===== src/rtl/rx_ctl.sv =====
// rx_ctl: UART 8N1 receive controller.
// Recovers bytes from the asynchronous rx pin using an oversampling tick
// (bclk) and buffers them in a show-ahead FIFO popped by the host.
//
// Ports:
//   clk        system clock, rising edge
//   rst        synchronous active-high reset
//   bclk       one-clk enable at OVERSAMPLE x baud rate
//   rx         serial input, idles high
//   rd         pop strobe, honoured only while dout_rdy=1
//   dout       FIFO head byte (8'h00 while empty)
//   dout_rdy   FIFO non-empty
//   frame_err  one-cycle pulse: stop bit sampled low
//   overrun    one-cycle pulse: byte dropped because FIFO was full
module rx_ctl #(
  parameter int OVERSAMPLE = 16,
  parameter int FIFO_DEPTH = 4
) (
  input  logic       clk,
  input  logic       rst,
  input  logic       bclk,
  input  logic       rx,
  input  logic       rd,
  output logic [7:0] dout,
  output logic       dout_rdy,
  output logic       frame_err,
  output logic       overrun
);

  localparam int CW = $clog2(OVERSAMPLE);
  localparam int AW = $clog2(FIFO_DEPTH);
  localparam logic [CW-1:0] HALF = CW'(OVERSAMPLE / 2 - 1);
  localparam logic [CW-1:0] LAST = CW'(OVERSAMPLE - 1);

  typedef enum logic [2:0] {
    S_IDLE,
    S_START,
    S_DATA,
    S_STOP,
    S_BREAK
  } state_t;

  // Input synchronizer
  logic r_sync1;
  logic r_rxs;

  always_ff @(posedge clk) begin
    if (rst) begin
      r_sync1 <= 1'b1;
      r_rxs   <= 1'b1;
    end else begin
      r_sync1 <= rx;
      r_rxs   <= r_sync1;
    end
  end

  // Frame recovery FSM
  state_t        r_state;
  logic [CW-1:0] r_cnt;
  logic [2:0]    r_bitn;
  logic [7:0]    r_sh;
  logic          r_frame_err;

  always_ff @(posedge clk) begin
    if (rst) begin
      r_state     <= S_IDLE;
      r_cnt       <= '0;
      r_bitn      <= '0;
      r_sh        <= '0;
      r_frame_err <= 1'b0;
    end else begin
      r_frame_err <= 1'b0;
      case (r_state)
        S_IDLE: begin
          r_cnt <= '0;
          if (!r_rxs) r_state <= S_START;
        end
        S_START: begin
          if (bclk) begin
            if (r_cnt == HALF) begin
              if (r_rxs) begin
                r_state <= S_IDLE;
              end else begin
                r_cnt   <= '0;
                r_bitn  <= '0;
                r_state <= S_DATA;
              end
            end else begin
              r_cnt <= r_cnt + CW'(1);
            end
          end
        end
        S_DATA: begin
          if (bclk) begin
            if (r_cnt == LAST) begin
              r_sh  <= {r_rxs, r_sh[7:1]};
              r_cnt <= '0;
              if (r_bitn == 3'd7) r_state <= S_STOP;
              else                r_bitn  <= r_bitn + 3'd1;
            end else begin
              r_cnt <= r_cnt + CW'(1);
            end
          end
        end
        S_STOP: begin
          if (bclk) begin
            if (r_cnt == LAST) begin
              r_cnt <= '0;
              if (r_rxs) begin
                r_state <= S_IDLE;
              end else begin
                r_frame_err <= 1'b1;
                r_state     <= S_BREAK;
              end
            end else begin
              r_cnt <= r_cnt + CW'(1);
            end
          end
        end
        S_BREAK: begin
          // Held-low line must return high before a new start is accepted
          if (r_rxs) r_state <= S_IDLE;
        end
        default: r_state <= S_IDLE;
      endcase
    end
  end

  // Push happens on the stop-bit sample cycle itself
  logic w_push;
  assign w_push = (r_state == S_STOP) && bclk && (r_cnt == LAST) && r_rxs;

  // Show-ahead FIFO; pointers carry an extra wrap bit
  logic [7:0]  r_mem [FIFO_DEPTH];
  logic [AW:0] r_wptr;
  logic [AW:0] r_rptr;
  logic        r_overrun;
  logic        w_empty;
  logic        w_full;
  logic        w_pop;
  logic        w_wr;

  assign w_empty = (r_wptr == r_rptr);
  assign w_full  = (r_wptr[AW] != r_rptr[AW]) &&
                   (r_wptr[AW-1:0] == r_rptr[AW-1:0]);
  assign w_pop   = rd && !w_empty;
  // When full, a simultaneous pop frees the head slot, which is the write slot
  assign w_wr    = w_push && (!w_full || w_pop);

  always_ff @(posedge clk) begin
    if (rst) begin
      r_wptr    <= '0;
      r_rptr    <= '0;
      r_overrun <= 1'b0;
    end else begin
      r_overrun <= w_push && w_full && !w_pop;
      if (w_wr)  r_wptr <= r_wptr + (AW+1)'(1);
      if (w_pop) r_rptr <= r_rptr + (AW+1)'(1);
    end
  end

  always_ff @(posedge clk) begin
    if (w_wr) r_mem[r_wptr[AW-1:0]] <= r_sh;
  end

  assign dout      = w_empty ? '0 : r_mem[r_rptr[AW-1:0]];
  assign dout_rdy  = !w_empty;
  assign frame_err = r_frame_err;
  assign overrun   = r_overrun;

endmodule


===== config.mk =====
export PLATFORM = sky130hd
export DESIGN_NAME = rx_ctl
export DESIGN_NICKNAME = d
export VERILOG_FILES = /design/src/rtl/rx_ctl.sv
export SDC_FILE = /design/constraint.sdc
export NUM_CORES = 1
export LEC_CHECK = 0
export CORE_ASPECT_RATIO = 0.7
export CORE_MARGIN = 3
export CORE_UTILIZATION = 60
export CTS_BUF_LIST = sky130_fd_sc_hd__clkbuf_8
export CTS_CLUSTER_DIAMETER = 150
export DETAILED_ROUTE_END_ITERATION = 12
export HOLD_SLACK_MARGIN = 0.1
export PLACE_DENSITY = 0.8
export SETUP_SLACK_MARGIN = 0.2
export SLEW_MARGIN = 25
export SYNTH_ARGS = -nofsm -noshare
export SYNTH_HDL_FRONTEND = slang
export SYNTH_SLANG_ARGS = --single-unit

===== constraint.sdc =====
create_clock -name clk -period 4.1 [get_ports clk]
set_input_delay 0.82 -clock clk [delete_from_list [all_inputs] [get_ports clk]]
set_output_delay 0.82 -clock clk [all_outputs]
set_load 0.01 [all_outputs]

# [After elaboration in Yosys (flattened, before gate mapping)]
# Memories as Yosys holds them, arrays and structs flattened. A register that Yosys moved wholly into a read port is not among the register bits.
# Cells that the tools add are included.
[word_totals] ff_bits=28 ramBits=32 in_bits=5 mem_count=1
[op_classes] add_sub_neg=4 n_eq_ne=23 muxes=31 bitwise_logic=3 reduce_logical=21
[mem_list] memory="r_mem" words=4 word_bits=8 read_ports=1 rd_clocked_by_memory_dff=1 write_ports=1 line_no="134" rtl="logic [7:0] r_mem [FIFO_DEPTH];"
[op_table] operator="two-way mux 3 bit" n=16
[op_table] operator="inequality test 2 bit (second input constant)" n=11
[op_table] operator="two-way mux 4 bit" n=5
[op_table] operator="case mux 3 bit (5 select lines)" n=1
[op_table] operator="case mux 4 bit (3 select lines)" n=1
[op_table] operator="adder 3 x 1 -> 3 bit (second input constant)" n=3
[op_table] operator="AND reduction 9 bit" n=1
[op_table] operator="logical AND 1 bit" n=8
[op_table] operator="two-way mux 8 bit" n=1
[op_table] operator="AND reduction 7 bit" n=1
[op_table] operator="== test 3 x 2 -> 1 bit (second input constant)" n=2
[op_table] operator="== test 3 bit (second input constant)" n=2
[op_table] operator="two-way mux 2 bit" n=3
[op_table] operator="case mux 3 bit (2 select lines)" n=1
[op_table] operator="adder 4 x 1 -> 4 bit (second input constant)" n=1
[op_table] operator="== test 4 x 3 -> 1 bit (second input constant)" n=1
[op_table] operator="== test 4 bit (second input constant)" n=1
[op_table] operator="AND reduction 4 bit" n=1
[op_table] operator="OR reduction 4 bit" n=1
[op_table] operator="== test 3 x 1 -> 1 bit (second input constant)" n=1
[op_table] operator="== test 3 bit" n=1
[op_table] operator="zero test 1 bit" n=3
[op_table] operator="zero test 3 bit" n=1
[op_table] operator="two-way mux 1 bit" n=3
[op_table] operator="10 further kinds" n=12

# [Depth between registers and ports, before layout]
[depth] word_depth=7 mapped_depth=5 ltp_nobuf=5

# [Least setup slack after synthesis]
# Ideal clock, no wire load.
[synth_timing] path_kind="input to register" start="in bclk" end="mem r_mem[3][0], enable pin" setup_time_ps=383 arrival_time_ps=1773 slack_ps=1944 stages=3 n_path_buf=0 cell_sequence="and2_1 -> nand3_4 -> nor3_1"
[synth_between] elab_chain_len=6
[synth_lines] item="start, declared" line_no="21" rtl="input logic bclk,"
[synth_lines] item="logical AND 1 bit (3 in series)" line_no="131" rtl="assign w_push = (r_state == S_STOP) && bclk && (r_cnt == LAST) && r_rxs;"
[synth_lines] item="logical AND 1 bit" line_no="148" rtl="assign w_wr = w_push && (!w_full || w_pop);"
[synth_lines] item="two-way mux 1 bit" line_no="163" rtl="if (w_wr) r_mem[r_wptr[AW-1:0]] <= r_sh;"
[synth_lines] item="two-way mux 1 bit (implied by the code)" line_no="163"
[synth_lines] item="end, declared" line_no="134"
# No other way between the ends.

==> flow_metrics.py <==
metrics = {
    "cts": {
        "holdBufCountCts": 0,
        "clockRootBuffer": "clkbuf_8",
        "cts.sinks": 62,
        "cts_setup_buffers": 0,
        "cts_max_level": 3,
        "path_clk_slew_ns": 0.07,
        "post_cts_resized": 0,
        "cts_tree": "done",
        "clk_latency_ns": 0.34,
        "cts_made_buffers": 9,
        "ctsLongestPathBuffers": 2,
    },
    "grt": {
        "grt_max_degree": 31,
        "grt_util_all_layers": 0.218,
        "first_global_vias": 1767,
        "globalRouteOverflowTotal": 0,
        "grt_pass1_wl_um": 8890,
        "antenna_found_initial": 0,
    },
    "critical_path": {
        "critPathKind": "register to output pin",
        "worstPathArrival_ns": 2.20,
        "r2r-start": "r_cnt[0]",
        "path_max_fanout": 8,
        "endpoint_kind": "output pin",
        "r2r-end": "r_mem[2][0]",
        "crit_path_start_kind": "register",
        "ff2ff_setup_slack_ns": 2.13,
        "reg2reg_depth": 4,
        "cp.required_ns": 3.28,
    },
    "sta": {
        "hold_violations": 0,
        "clock.fmax_ghz": 0.331,
        "post-route-min-period_ns": 3.02,
        "setup_viol": 0,
        "tns_ns": 0,
        "tightest_slew_ns": 0.584,
        "post-route-period-util": 0.736,
        "setup_ws_ns": 1.08,
        "drv_slew": 0,
        "rsz0062_at_grt": "no",
        "slew_headroom": 0.610,
        "fin_worst_skew_ns": 0.00623,
    },
    "synth": {
        "ys_ff_latch": 62,
        "netlist_area_sq_mm": 0.00273,
        "synth_top_family_by_area": "simple AND/OR/NAND/NOR gates",
        "yosys_warnings": 0,
        "synth_simple_gate_area_frac": 0.148,
        "synth.avg_cell_area_sq_um": 12.8,
        "ys_seq_area_frac": 0.572,
        "syn_inst": 213,
        "synth_cell_types": 50,
        "postSynth.asyncResetShare": 0,
        "synth_edf_count": 32,
        "synth_top_flop_cell": "edfxtp_1",
        "synth_compound_gate_area_share": 0.0719,
        "muxShareOfSynthArea": 0.118,
        "synth_nets": 226,
        "synth_fa_ha_area_frac": 0.0366,
        "synth_xor_area_frac": 0.0220,
    },
    "die": {
        "die_y_um": 62.5,
        "rows": 19,
        "die_area_sq_mm": 0.00541,
        "dieWidth_um": 86.6,
        "initial_core_util": 0.660,
        "fp.coreArea_sq_mm": 0.00414,
        "ios": 16,
    },
    "placement": {
        "dp_slack_ns": 1.32,
        "gp_congestion": 0.815,
        "placed_cell_area_sq_mm": 0.00291,
        "place_hpwl_um": 3580,
        "io_buffers": 15,
    },
    "routing": {
        "vias": 1750,
        "drtPass1Iterations": 5,
        "routed_wl_um": 5270,
        "drt_iter0_drc": 162,
        "vias_per_cell": 6.08,
        "ant_nets": 0,
        "drc": 0,
        "routedWlPerCell_um": 18.3,
    },
    "final_layout": {
        "final_layout_size_suffix_gt1_frac": 0.157,
        "n_antenna_cell": 0,
        "postLayoutCellArea_sq_mm": 0.00314,
        "nets": 244,
        "syn2layout_area_growth_pct": 14.8,
    },
    "hold_path": {
        "hp-start": "r_sync1",
        "hold_depth": 1,
        "hp-class": "register to register",
        "min_delay_worst_endpoint": "r_rxs",
    },
    "job": {
        "cap_violations": 0,
    },
    "power_and_ir_drop": {
        "p_leak_uw": 0.00120,
        "peakVddDrop_v": 0.000386,
        "power_uw": 1260,
        "powerDensity_mw_per_mm2": 402,
    },
    "run_status": {
        "status": "finished, final reports clean",
    },
}
## layout make-up
cell class | instances | area, sq um
Clock buffer | 9 | 124
Clock inverter | 7 | 97.6
Fill cell | 263 | 1000
Inverter | 8 | 30.0
Multi-Input combinational cell | 132 | 1080
Sequential cell | 62 | 1560
Tap cell | 52 | 65.1
Timing Repair Buffer | 18 | 173
## placed cells by master, fill, tap and decap left out, types with 2 or more instances in the layout
cell type        count
edfxtp_1            32
and3_1               7
o21ai_0              6
nand3_1              5
clkinvlp_4           2
or2_2                2
mux2_2               2
mux4_2               8
nor3_1               4
o31ai_1              2
or4_1                2
ha_1                 8
inv_1                8
xnor2_1              2
clkdlybuf4s50_1     15
nand2_1              3
bufinv_16            2
nand2b_1             6
nor2b_1             10
a21oi_1              7
buf_4                3
nand4b_1             2
and2_1               2
dfxtp_1             30
clkbuf_8             9
mux2i_1             12
nor2_1              16
a2111oi_0            2
xor2_1               3
## through the flow
stage / hold WS, ns / std cells / util
finish: 0.420 / 288 / 0.758
global route: 0.426 / 288 / 0.758
CTS: 0.422 / 288 / 0.758
detailed placement: 0.401 / 272 / 0.704
global placement: 0.397 / 272 / 0.704
floorplan: 0.389 / 213 / -
## state kept, by name, indices dropped and copies added (netlist names), named ones only
signal	flops
r_mem	32
r_sh	8
r_cnt	4
r_bitn	3
r_rptr	3
r_state	3
r_wptr	3
frame_err	1
overrun	1
r_rxs	1
r_sync1	1
## critical path, stage by stage (launching register included)
cell             delay (ns)
dfxtp_1                0.66
mux4_2                 0.57
nor2b_1                0.14
clkdlybuf4s50_1        0.48
## power by group
group          total, uW  switching [uW]  leakage, uW  internal, uW
Sequential           649            2.52     0.000615           647
Combinational       19.4            10.7     0.000482          8.69
Clock                591             248     0.000106           344
Total               1260             261      0.00120           999
## cells by family (layout without fill, tap and decap cells)
| group | count (synthesis) | in the layout |
|---|---|---|
| muxes | 22 | 22 |
| and+or+nand+nor | 68 | 68 |
| adders and majority gates | 8 | 8 |
| buffers and inverters | 19 | 42 |
| xor gates and xnor gates | 6 | 6 |
| AOI/OAI and AO/OA | 28 | 28 |
| DFF | 62 | 62 |
## cells in the mapped netlist (2+ instances only)
| cell | count | area share |
|---|---|---|
| nor3_1 | 4 | 0.0073 |
| or2_2 | 2 | 0.0046 |
| mux2_2 | 2 | 0.0082 |
| nand2b_1 | 6 | 0.014 |
| xor2_1 | 3 | 0.0096 |
| mux2i_1 | 12 | 0.044 |
| and2_1 | 2 | 0.0046 |
| dfxtp_1 | 30 | 0.22 |
| nand4b_1 | 2 | 0.0064 |
| and3_1 | 7 | 0.016 |
| clkbuf_1 | 5 | 0.0069 |
| nor2b_1 | 10 | 0.023 |
| o21ai_0 | 6 | 0.011 |
| o31ai_1 | 2 | 0.0055 |
| a2111oi_0 | 2 | 0.0064 |
| buf_4 | 3 | 0.0082 |
| mux4_2 | 8 | 0.066 |
| or4_1 | 2 | 0.0055 |
| a21oi_1 | 7 | 0.013 |
| nor2_1 | 16 | 0.022 |
| xnor2_1 | 2 | 0.0064 |
| edfxtp_1 | 32 | 0.35 |
| nand3_1 | 5 | 0.0092 |
| inv_1 | 8 | 0.011 |
| nand2_1 | 3 | 0.0041 |
| ha_1 | 8 | 0.037 |
## layer usage
layer  GRT usage  up-vias  part of all wire
li1            -      829                 -
met1       0.285      861              0.45
met2       0.344       51              0.47
met3      0.0751        9             0.066
met4      0.0700        0             0.013
met5           0        -                 0
## worst max path at each step
stage	end	startpoint	cells after the start	slack, ns
after floorplan	r_mem[3][0]	bclk	3	1.94
after global placement	r_mem[0][2]	bclk	4	1.41
after detailed placement	r_mem[0][5]	bclk	4	1.32
after CTS	dout[4]	register	3	1.02
after global routing	dout[4]	register	3	0.93
final	dout[4]	register	3	1.08
Power figures use the tool's default switching activity.
